--- config.mk ---
export PLATFORM = sky130hd
export DESIGN_NAME = uart_rx
export DESIGN_NICKNAME = d
export VERILOG_FILES = /design/src/rtl/uart_rx_pkg.sv /design/src/rtl/uart_rx_sync.sv /design/src/rtl/uart_rx.sv
export SDC_FILE = /design/constraint.sdc
export NUM_CORES = 1
export LEC_CHECK = 0
export BUFFER_PORTS_ARGS = -buffer_cell sky130_fd_sc_hd__buf_4
export CAP_MARGIN = 10
export CORE_MARGIN = 2
export CORE_UTILIZATION = 49
export DETAILED_ROUTE_END_ITERATION = 8
export MAX_ROUTING_LAYER = met4
export PLACE_DENSITY_LB_ADDON = 0.1
export SLEW_MARGIN = 20
export SYNTH_ARGS = -nofsm -noshare
export SYNTH_HDL_FRONTEND = slang
export SYNTH_SLANG_ARGS = --single-unit
--- constraint.sdc ---
create_clock -name i_clk -period 2.2 [get_ports i_clk]
set_input_delay 0.22 -clock i_clk [delete_from_list [all_inputs] [get_ports i_clk]]
set_output_delay 0.22 -clock i_clk [all_outputs]
set_load 0.01 [all_outputs]
--- src/rtl/uart_rx_pkg.sv ---
// Shared UART types and default bit-timing constants.
// The transmitter and the receiver both use these, so they agree at the same settings.
package uart_rx_pkg;

    typedef enum logic [1:0] {
        TX_IDLE,
        TX_START,
        TX_DATA,
        TX_STOP
    } tx_state_t;

    typedef enum logic [1:0] {
        RX_IDLE,
        RX_START_CHECK,
        RX_DATA,
        RX_STOP
    } rx_state_t;

    localparam int TICK_FULL_DEF = 837;
    localparam int TICK_HALF_DEF = 418;

endpackage

--- src/rtl/uart_rx_sync.sv ---
// Two-flop synchronizer for the serial pin, plus a delay flop used to detect falling edges.
// Every flop resets to the idle-high line level, so releasing reset cannot create a false edge.
module uart_rx_sync (
    input  logic i_clk,
    input  logic rst,
    input  logic i_rx,
    output logic o_rx_s,
    output logic o_fall_edge
);

    logic meta_q;
    logic rx_s_q;
    logic rx_d_q;

    always_ff @(posedge i_clk or posedge rst) begin
        if (rst) begin
            meta_q <= 1'b1;
            rx_s_q <= 1'b1;
            rx_d_q <= 1'b1;
        end else begin
            meta_q <= i_rx;
            rx_s_q <= meta_q;
            rx_d_q <= rx_s_q;
        end
    end

    assign o_rx_s      = rx_s_q;
    assign o_fall_edge = rx_d_q & ~rx_s_q;

endmodule

--- src/rtl/uart_rx.sv ---
// 8N1 UART receiver. The start bit is checked again at mid-bit, then each bit is sampled
// once per bit period. A good byte gives a one-cycle valid strobe; a low stop bit gives a frame-error strobe.
module uart_rx
    import uart_rx_pkg::*;
#(
    parameter int TICK_FULL = TICK_FULL_DEF,
    parameter int TICK_HALF = TICK_HALF_DEF
) (
    input  logic       i_clk,
    input  logic       rst,
    input  logic       i_rx_serial,
    output logic [7:0] o_rx_data,
    output logic       o_rx_valid,
    output logic       o_rx_busy,
    output logic       o_frame_err,
    output logic       o_tick_debug
);

    localparam int CW = $clog2(TICK_FULL + 1);
    localparam logic [CW-1:0] FULL = CW'(TICK_FULL);
    localparam logic [CW-1:0] HALF = CW'(TICK_HALF);

    logic rx_s;
    logic fall_edge;

    uart_rx_sync u_sync (
        .i_clk       (i_clk),
        .rst         (rst),
        .i_rx        (i_rx_serial),
        .o_rx_s      (rx_s),
        .o_fall_edge (fall_edge)
    );

    rx_state_t     state_q;
    logic [CW-1:0] cnt_q;
    logic [2:0]    idx_q;
    logic [7:0]    shift_q;
    logic [7:0]    data_q;
    logic          valid_q;
    logic          busy_q;
    logic          err_q;
    logic          tick_q;

    always_ff @(posedge i_clk or posedge rst) begin
        if (rst) begin
            state_q <= RX_IDLE;
            cnt_q   <= '0;
            idx_q   <= '0;
            shift_q <= '0;
            data_q  <= '0;
            valid_q <= 1'b0;
            busy_q  <= 1'b0;
            err_q   <= 1'b0;
            tick_q  <= 1'b0;
        end else begin
            valid_q <= 1'b0;
            err_q   <= 1'b0;
            tick_q  <= 1'b0;
            case (state_q)
                RX_IDLE: begin
                    cnt_q <= '0;
                    idx_q <= '0;
                    // A line that is already low (break, stuck-low) never starts a frame.
                    // Only a high-to-low transition does.
                    if (fall_edge) begin
                        state_q <= RX_START_CHECK;
                        busy_q  <= 1'b1;
                    end
                end
                RX_START_CHECK: begin
                    if (cnt_q == HALF) begin
                        tick_q <= 1'b1;
                        cnt_q  <= '0;
                        if (!rx_s) begin
                            state_q <= RX_DATA;
                        end else begin
                            state_q <= RX_IDLE;
                            busy_q  <= 1'b0;
                        end
                    end else begin
                        cnt_q <= cnt_q + 1'b1;
                    end
                end
                RX_DATA: begin
                    if (cnt_q == FULL) begin
                        tick_q         <= 1'b1;
                        cnt_q          <= '0;
                        shift_q[idx_q] <= rx_s;
                        idx_q          <= idx_q + 1'b1;
                        if (idx_q == 3'd7) state_q <= RX_STOP;
                    end else begin
                        cnt_q <= cnt_q + 1'b1;
                    end
                end
                RX_STOP: begin
                    // Return to idle at mid-stop-bit, so a start edge that follows
                    // immediately is still caught.
                    if (cnt_q == FULL) begin
                        tick_q  <= 1'b1;
                        cnt_q   <= '0;
                        busy_q  <= 1'b0;
                        state_q <= RX_IDLE;
                        if (rx_s) begin
                            data_q  <= shift_q;
                            valid_q <= 1'b1;
                        end else begin
                            err_q <= 1'b1;
                        end
                    end else begin
                        cnt_q <= cnt_q + 1'b1;
                    end
                end
                default: state_q <= RX_IDLE;
            endcase
        end
    end

    assign o_rx_data    = data_q;
    assign o_rx_valid   = valid_q;
    assign o_rx_busy    = busy_q;
    assign o_frame_err  = err_q;
    assign o_tick_debug = tick_q;

endmodule

==> flow_metrics.py, run 1 <==
metrics = {
    "clock_tree": {
        "clkLatencyLatePin_ns": 0.29,
        "holdBufCountCts": 0,
        "post_cts_buffers": 0,
        "cts_sinks": 38,
        "numCtsBuffers": 5,
        "path_clk_slew_ns": 0.07,
        "cts_root_buf": "clkbuf_8",
        "cts_max_level": 2,
        "post_cts_resized": 0,
        "clock_path_buffers": 2,
        "tritoncts": "yes",
    },
    "global_routing": {
        "first_global_vias": 1223,
        "grt_pass1_wl_um": 5800,
        "track_usage_pct": 19.0,
        "antenna_found_initial": 0,
        "overflow": 0,
        "grt_max_degree": 39,
    },
    "worst_setup_path": {
        "cp_max_fo": 12,
        "start_kind": "flop",
        "worstSetupEndpointType": "flop",
        "arrival_ns": 2.21,
        "path_class": "flop to flop",
        "regToRegStartpoint": "cnt_q[1]",
        "crit_start": "cnt_q[1]",
        "required_ns": 2.38,
    },
    "logic_synthesis": {
        "synth-edff-count": 0,
        "netlist_top_cells_area": "dfrtp_1 48%, mux2_2 7.5%, dfstp_2 4.4%, nor2_1 3.5%, ha_1 3.5%",
        "yosysWarnings": 0,
        "synthFlopType": "dfrtp_1",
        "yosysTopAreaCell": "dfrtp_1",
        "netlist_instances": 157,
        "synth_area_um2": 1810,
        "yosysMostFrequentCell": "dfrtp_1",
        "synth_compound_gate_area_share_pct": 6.50,
        "syn_area_per_cell_um2": 11.5,
        "synth_fa_ha_area_share_pct": 3.46,
        "async_flop_share_pct": 100,
        "synth_top_family_by_area": "simple AND/OR/NAND/NOR gates",
        "synth_top_area_share_pct": 48.4,
        "ys_seq_area_share_pct": 52.7,
        "synth_simple_gate_area_share_pct": 21.7,
        "synthMuxAreaShare_pct": 8.71,
        "synth_nets": 165,
        "synthXorXnorAreaFrac_pct": 3.87,
        "yosysUniqueCellTypes": 42,
        "synth_seq_cells": 38,
        "synth_common_cells": "35 x dfrtp_1, 17 x nor2_1, 13 x nand2_1, 12 x mux2_2, 7 x nand3_1",
    },
    "drt": {
        "drtAntennaViolNets": 0,
        "vias_per_cell": 5.54,
        "first_iter_violations": 104,
        "dr.pass1.iters": 4,
        "drc": 0,
        "vias": 1269,
        "routedWlPerCell_um": 14.3,
        "wl_um": 3280,
    },
    "job": {
        "maxCapViolCount": 0,
    },
    "timing": {
        "drv_slew": 0,
        "hold_violations": 0,
        "slew_headroom_pct": 61.2,
        "finalClockSkew_ns": 0.00687,
        "finalCritPeriodShare_pct": 92.2,
        "final.min_clock_period_ns": 2.03,
        "rsz0062_at_grt": "no",
        "fmax_mhz": 493,
        "setup_viol": 0,
        "worstMarginPinSlew_ns": 0.574,
        "tns_ns": 0,
        "fin_ws_ns": 0.171,
    },
    "pwr": {
        "vdd_drop_max_v": 0.000574,
        "total_power_uw": 1560,
        "power_density_nw_per_um2": 737,
        "p_leak_uw": 0.000998,
    },
    "finish": {
        "areaGrowthSynthToFinish_pct": 16.8,
        "drive_gt1_share_pct": 31.5,
        "fin_util_pct": 58.6,
        "antenna_cells": 0,
        "nets": 188,
        "final_area_um2": 2110,
    },
    "die": {
        "ioPinCount": 15,
        "start_util_pct": 50.2,
        "die_w_um": 64.8,
        "dieArea_um2": 4200,
        "design.core.area_um2": 3610,
        "die_y_um": 64.8,
        "num_rows": 22,
    },
    "place": {
        "dp_slack_ns": 0.141,
        "gp_congestion": 0.820,
        "postPlaceCellArea_um2": 2010,
        "port_buffers": 14,
        "dp_hpwl_um": 2330,
    },
    "min_path": {
        "hold_path_class": "input pin to asynchronous set/reset pin",
    },
    "outcome": {
        "status": "finished, final reports clean",
    },
}
==> critical path: stages (launching register included) <==
cell and delay [ns]:
dfrtp_1 0.38, inv_1 0.06, ha_1 0.18, nand4b_4 0.14, or3b_4 0.50, nor4b_1 0.29, mux2_2 0.37
==> sequential cells by signal (all words and copies together) (netlist names), named ones only <==
register       flops
cnt_q             10
o_rx_data          8
shift_q            8
idx_q              3
o_frame_err        1
o_rx_busy          1
o_rx_valid         1
o_tick_debug       1
state_q            1
u_sync.meta_q      1
u_sync.o_rx_s      1
u_sync.rx_d_q      1
==> path summary, 6_finish.rpt <==
path,slack (ns),end,cells past startpoint
worst max register to register,0.17,shift_q[0],6
worst min-delay path,0.03,cnt_q[5],3
max in group asynchronous,1.82,u_sync.rx_d_q,3
worst max-delay path,0.17,shift_q[0],6
min in group i_clk,0.03,u_sync.meta_q,1
worst min register to register,0.36,u_sync.o_rx_s,0
==> kinds of logic (layout without fill, tap and decap cells) <==
kind of cell | after synthesis | in the layout
AO/OA/AOI/OAI | 16 | 16
XOR/XNOR | 8 | 8
AND/OR/NAND/NOR | 64 | 64
adder cells (fa/ha/maj) | 5 | 5
flip-flops | 38 | 38
buffers and inverters | 12 | 36
multiplexers | 14 | 14
==> per-layer routing <==
metal | share of wire (%) | track usage [%] | routed length, µm
met1 | 47 | 25.1 | 1550
met2 | 44 | 26.4 | 1460
met3 | 5.7 | 4.51 | 186
met4 | 2.8 | 11.4 | 93
met5 | 0 | - | 0
==> layout make-up <==
class / instances / area (µm²)
Clock buffer: 6 / 82.6
Fill cell: 315 / 1490
Clock inverter: 2 / 12.5
Tap cell: 48 / 60.1
Inverter: 5 / 18.8
Multi-Input combinational cell: 107 / 813
Timing Repair Buffer: 23 / 173
Sequential cell: 38 / 955
==> metrics by stage <==
step                      hold slack [ns]  instances
final                              0.0268        229
after CTS                          0.0200        229
after detailed placement            0.329        221
after global routing               0.0125        229
after floorplan                     0.224        157
after global placement              0.329        221
==> placed cells by master, fill, tap and decap left out, types with 2 or more instances in the layout <==
master	netlist	layout
a31o_2	2	2
buf_4	0	23
clkbuf_8	0	6
dfrtp_1	35	35
dfstp_2	3	3
ha_1	5	5
inv_1	5	5
mux2_1	2	2
mux2_2	12	12
nand2_1	13	13
nand2b_1	2	2
nand3_1	7	7
nand4_1	2	2
nor2_1	17	17
nor2b_1	2	2
nor3_1	4	4
nor3b_1	2	2
nor4_4	2	2
nor4b_1	4	3
o21ai_0	4	4
o31ai_1	2	2
xnor2_1	5	5
xor2_1	3	3
==> report_power, final <==
part | internal (µW) | switching (µW) | total [µW]
clock network | 252 | 243 | 495
logic | 107 | 137 | 244
registers | 753 | 68.2 | 821
No activity file was read; power rests on OpenSTA's default activity.
==> inputs of run 2 (changes only) <==
==> constraint.sdc (replaced) <==
create_clock -name i_clk -period 2.17 [get_ports i_clk]
set_input_delay 0.217 -clock i_clk [delete_from_list [all_inputs] [get_ports i_clk]]
set_output_delay 0.217 -clock i_clk [all_outputs]
set_load 0.01 [all_outputs]
==> flow_metrics.py, run 2 (synthesis results as in run 1) <==
metrics = {
    "pwr": {
        "total_power_uw": 1540,
        "p_sw_uw": 432,
        "internal_power_uw": 1110,
        "p_clk_share_pct": 29.5,
        "seqPwrFrac_pct": 53.1,
        "pwr-share-comb_pct": 17.3,
        "vdd_drop_max_v": 0.000514,
        "power_density_nw_per_um2": 730,
        "p_leak_uw": 0.00101,
        "switching_share_pct": 28.0,
    },
    "die": {
        "die_w_um": 64.8,
        "die_y_um": 64.8,
        "design.core.area_um2": 3610,
        "start_util_pct": 50.2,
        "ioPinCount": 15,
        "dieArea_um2": 4200,
        "num_rows": 22,
    },
    "clock_tree": {
        "clkLatencyLatePin_ns": 0.28,
        "cts_max_level": 2,
        "post_cts_buffers": 0,
        "post_cts_resized": 0,
        "tritoncts": "yes",
        "cts_sinks": 38,
        "cts_root_buf": "clkbuf_8",
        "path_clk_slew_ns": 0.07,
        "numCtsBuffers": 5,
        "holdBufCountCts": 0,
        "clock_path_buffers": 2,
    },
    "global_routing": {
        "gr-usage-met2_pct": 27.8,
        "first_global_vias": 1328,
        "antenna_found_initial": 0,
        "grtUsageMet1_pct": 25.7,
        "overflow": 0,
        "grt_pass1_wl_um": 5950,
        "grt_max_degree": 39,
        "track_usage_pct": 19.1,
        "grt_util_met3_pct": 3.13,
        "busiest_layer": "met2",
    },
    "drt": {
        "vias_per_cell": 5.36,
        "first_iter_violations": 52,
        "drtAntennaViolNets": 0,
        "wl_um": 3420,
        "drc": 0,
        "vias": 1244,
        "routedWlPerCell_um": 14.7,
        "dr.pass1.iters": 4,
    },
    "finish": {
        "final_common_cell": "dfrtp_1",
        "areaGrowthSynthToFinish_pct": 16.5,
        "largest_reg_flops": 10,
        "antenna_cells": 0,
        "final_cell_mix": "35 x dfrtp_1, 26 x buf_4, 17 x nor2_1",
        "regMostFlops": "cnt_q",
        "nFillCells": 332,
        "drive_gt1_share_pct": 30.4,
        "nets": 191,
    },
    "worst_setup_path": {
        "cp_max_fo": 12,
        "start_kind": "flop",
        "arrival_ns": 2.21,
        "path_class": "flop to flop",
        "worstSetupEndpointType": "flop",
        "required_ns": 2.34,
    },
    "timing": {
        "hold_violations": 0,
        "finalClockSkew_ns": 0.00651,
        "fmax_mhz": 491,
        "final.min_clock_period_ns": 2.04,
        "tns_ns": 0,
        "drv_slew": 0,
        "worstMarginPinSlew_ns": 0.580,
        "rsz0062_at_grt": "no",
        "finalCritPeriodShare_pct": 93.8,
        "setup_viol": 0,
        "slew_headroom_pct": 60.8,
    },
    "outcome": {
        "status": "finished, final reports clean",
    },
    "place": {
        "dp_hpwl_um": 2380,
        "gp_congestion": 0.808,
        "port_buffers": 14,
    },
    "job": {
        "maxCapViolCount": 0,
    },
    "min_path": {
        "hold_path_class": "input pin to asynchronous set/reset pin",
    },
}
[run 2: path summary, 6_finish.rpt]
kind | start | slack [ns] | to | cells past startpoint
worst max-delay path | cnt_q[3] | 0.13 | shift_q[5] | 4
worst min register to register | u_sync.meta_q | 0.36 | u_sync.o_rx_s | 0
worst min-delay path | rst | 0.04 | shift_q[5] | 3
worst max register to register | cnt_q[3] | 0.13 | shift_q[5] | 4
max in group asynchronous | rst | 1.78 | u_sync.rx_d_q | 3
min in group i_clk | i_rx_serial | 0.04 | u_sync.meta_q | 1
[run 2: final cells by class]
class / instances / area [µm²] / share of cell area (%)
Tap cell: 48 / 60.1 / 2.85
Inverter: 5 / 18.8 / 0.890
Timing Repair Buffer: 26 / 195 / 9.25
Clock buffer: 8 / 80.1 / 3.80
Sequential cell: 38 / 955 / 45.3
Multi-Input combinational cell: 107 / 801 / 38.0
[run 2: power by group through the flow]
stage | Combinational [µW] | Sequential, µW | Clock (µW)
after detailed placement | 264 | 832 | 0
final | 267 | 819 | 455
after floorplan | 173 | 827 | 0
after global placement | 258 | 827 | 0
after CTS | 272 | 819 | 470
after global routing | 300 | 827 | 499
[run 2: worst max-delay path, stage by stage (launching register included)]
cell and delay, ns:
dfrtp_1 0.44, nor3b_2 0.26, or3b_4 0.50, nor4b_1 0.37, mux2_1 0.35
[run 2: metrics by stage]
step | std cells | hold slack [ns] | area (µm²) | utilization, % | worst slack [ns]
6_report | 232 | 0.0404 | 2110 | 58.5 | 0.134
5_1_grt | 232 | 0.0279 | 2110 | 58.5 | 0.0705
4_1_cts | 232 | 0.0309 | 2110 | 58.5 | 0.111
3_3_place_gp | 224 | 0.327 | 2030 | 56.3 | 0.230
2_1_floorplan | 157 | 0.221 | 1810 | - | 0.203
3_5_place_dp | 224 | 0.328 | 2030 | 56.3 | 0.121
[run 2: metal layers]
metal	vias up	wire length (µm)
met5	-	0
met4	0	53
li1	599	-
met1	619	1650
met2	21	1620
met3	5	97
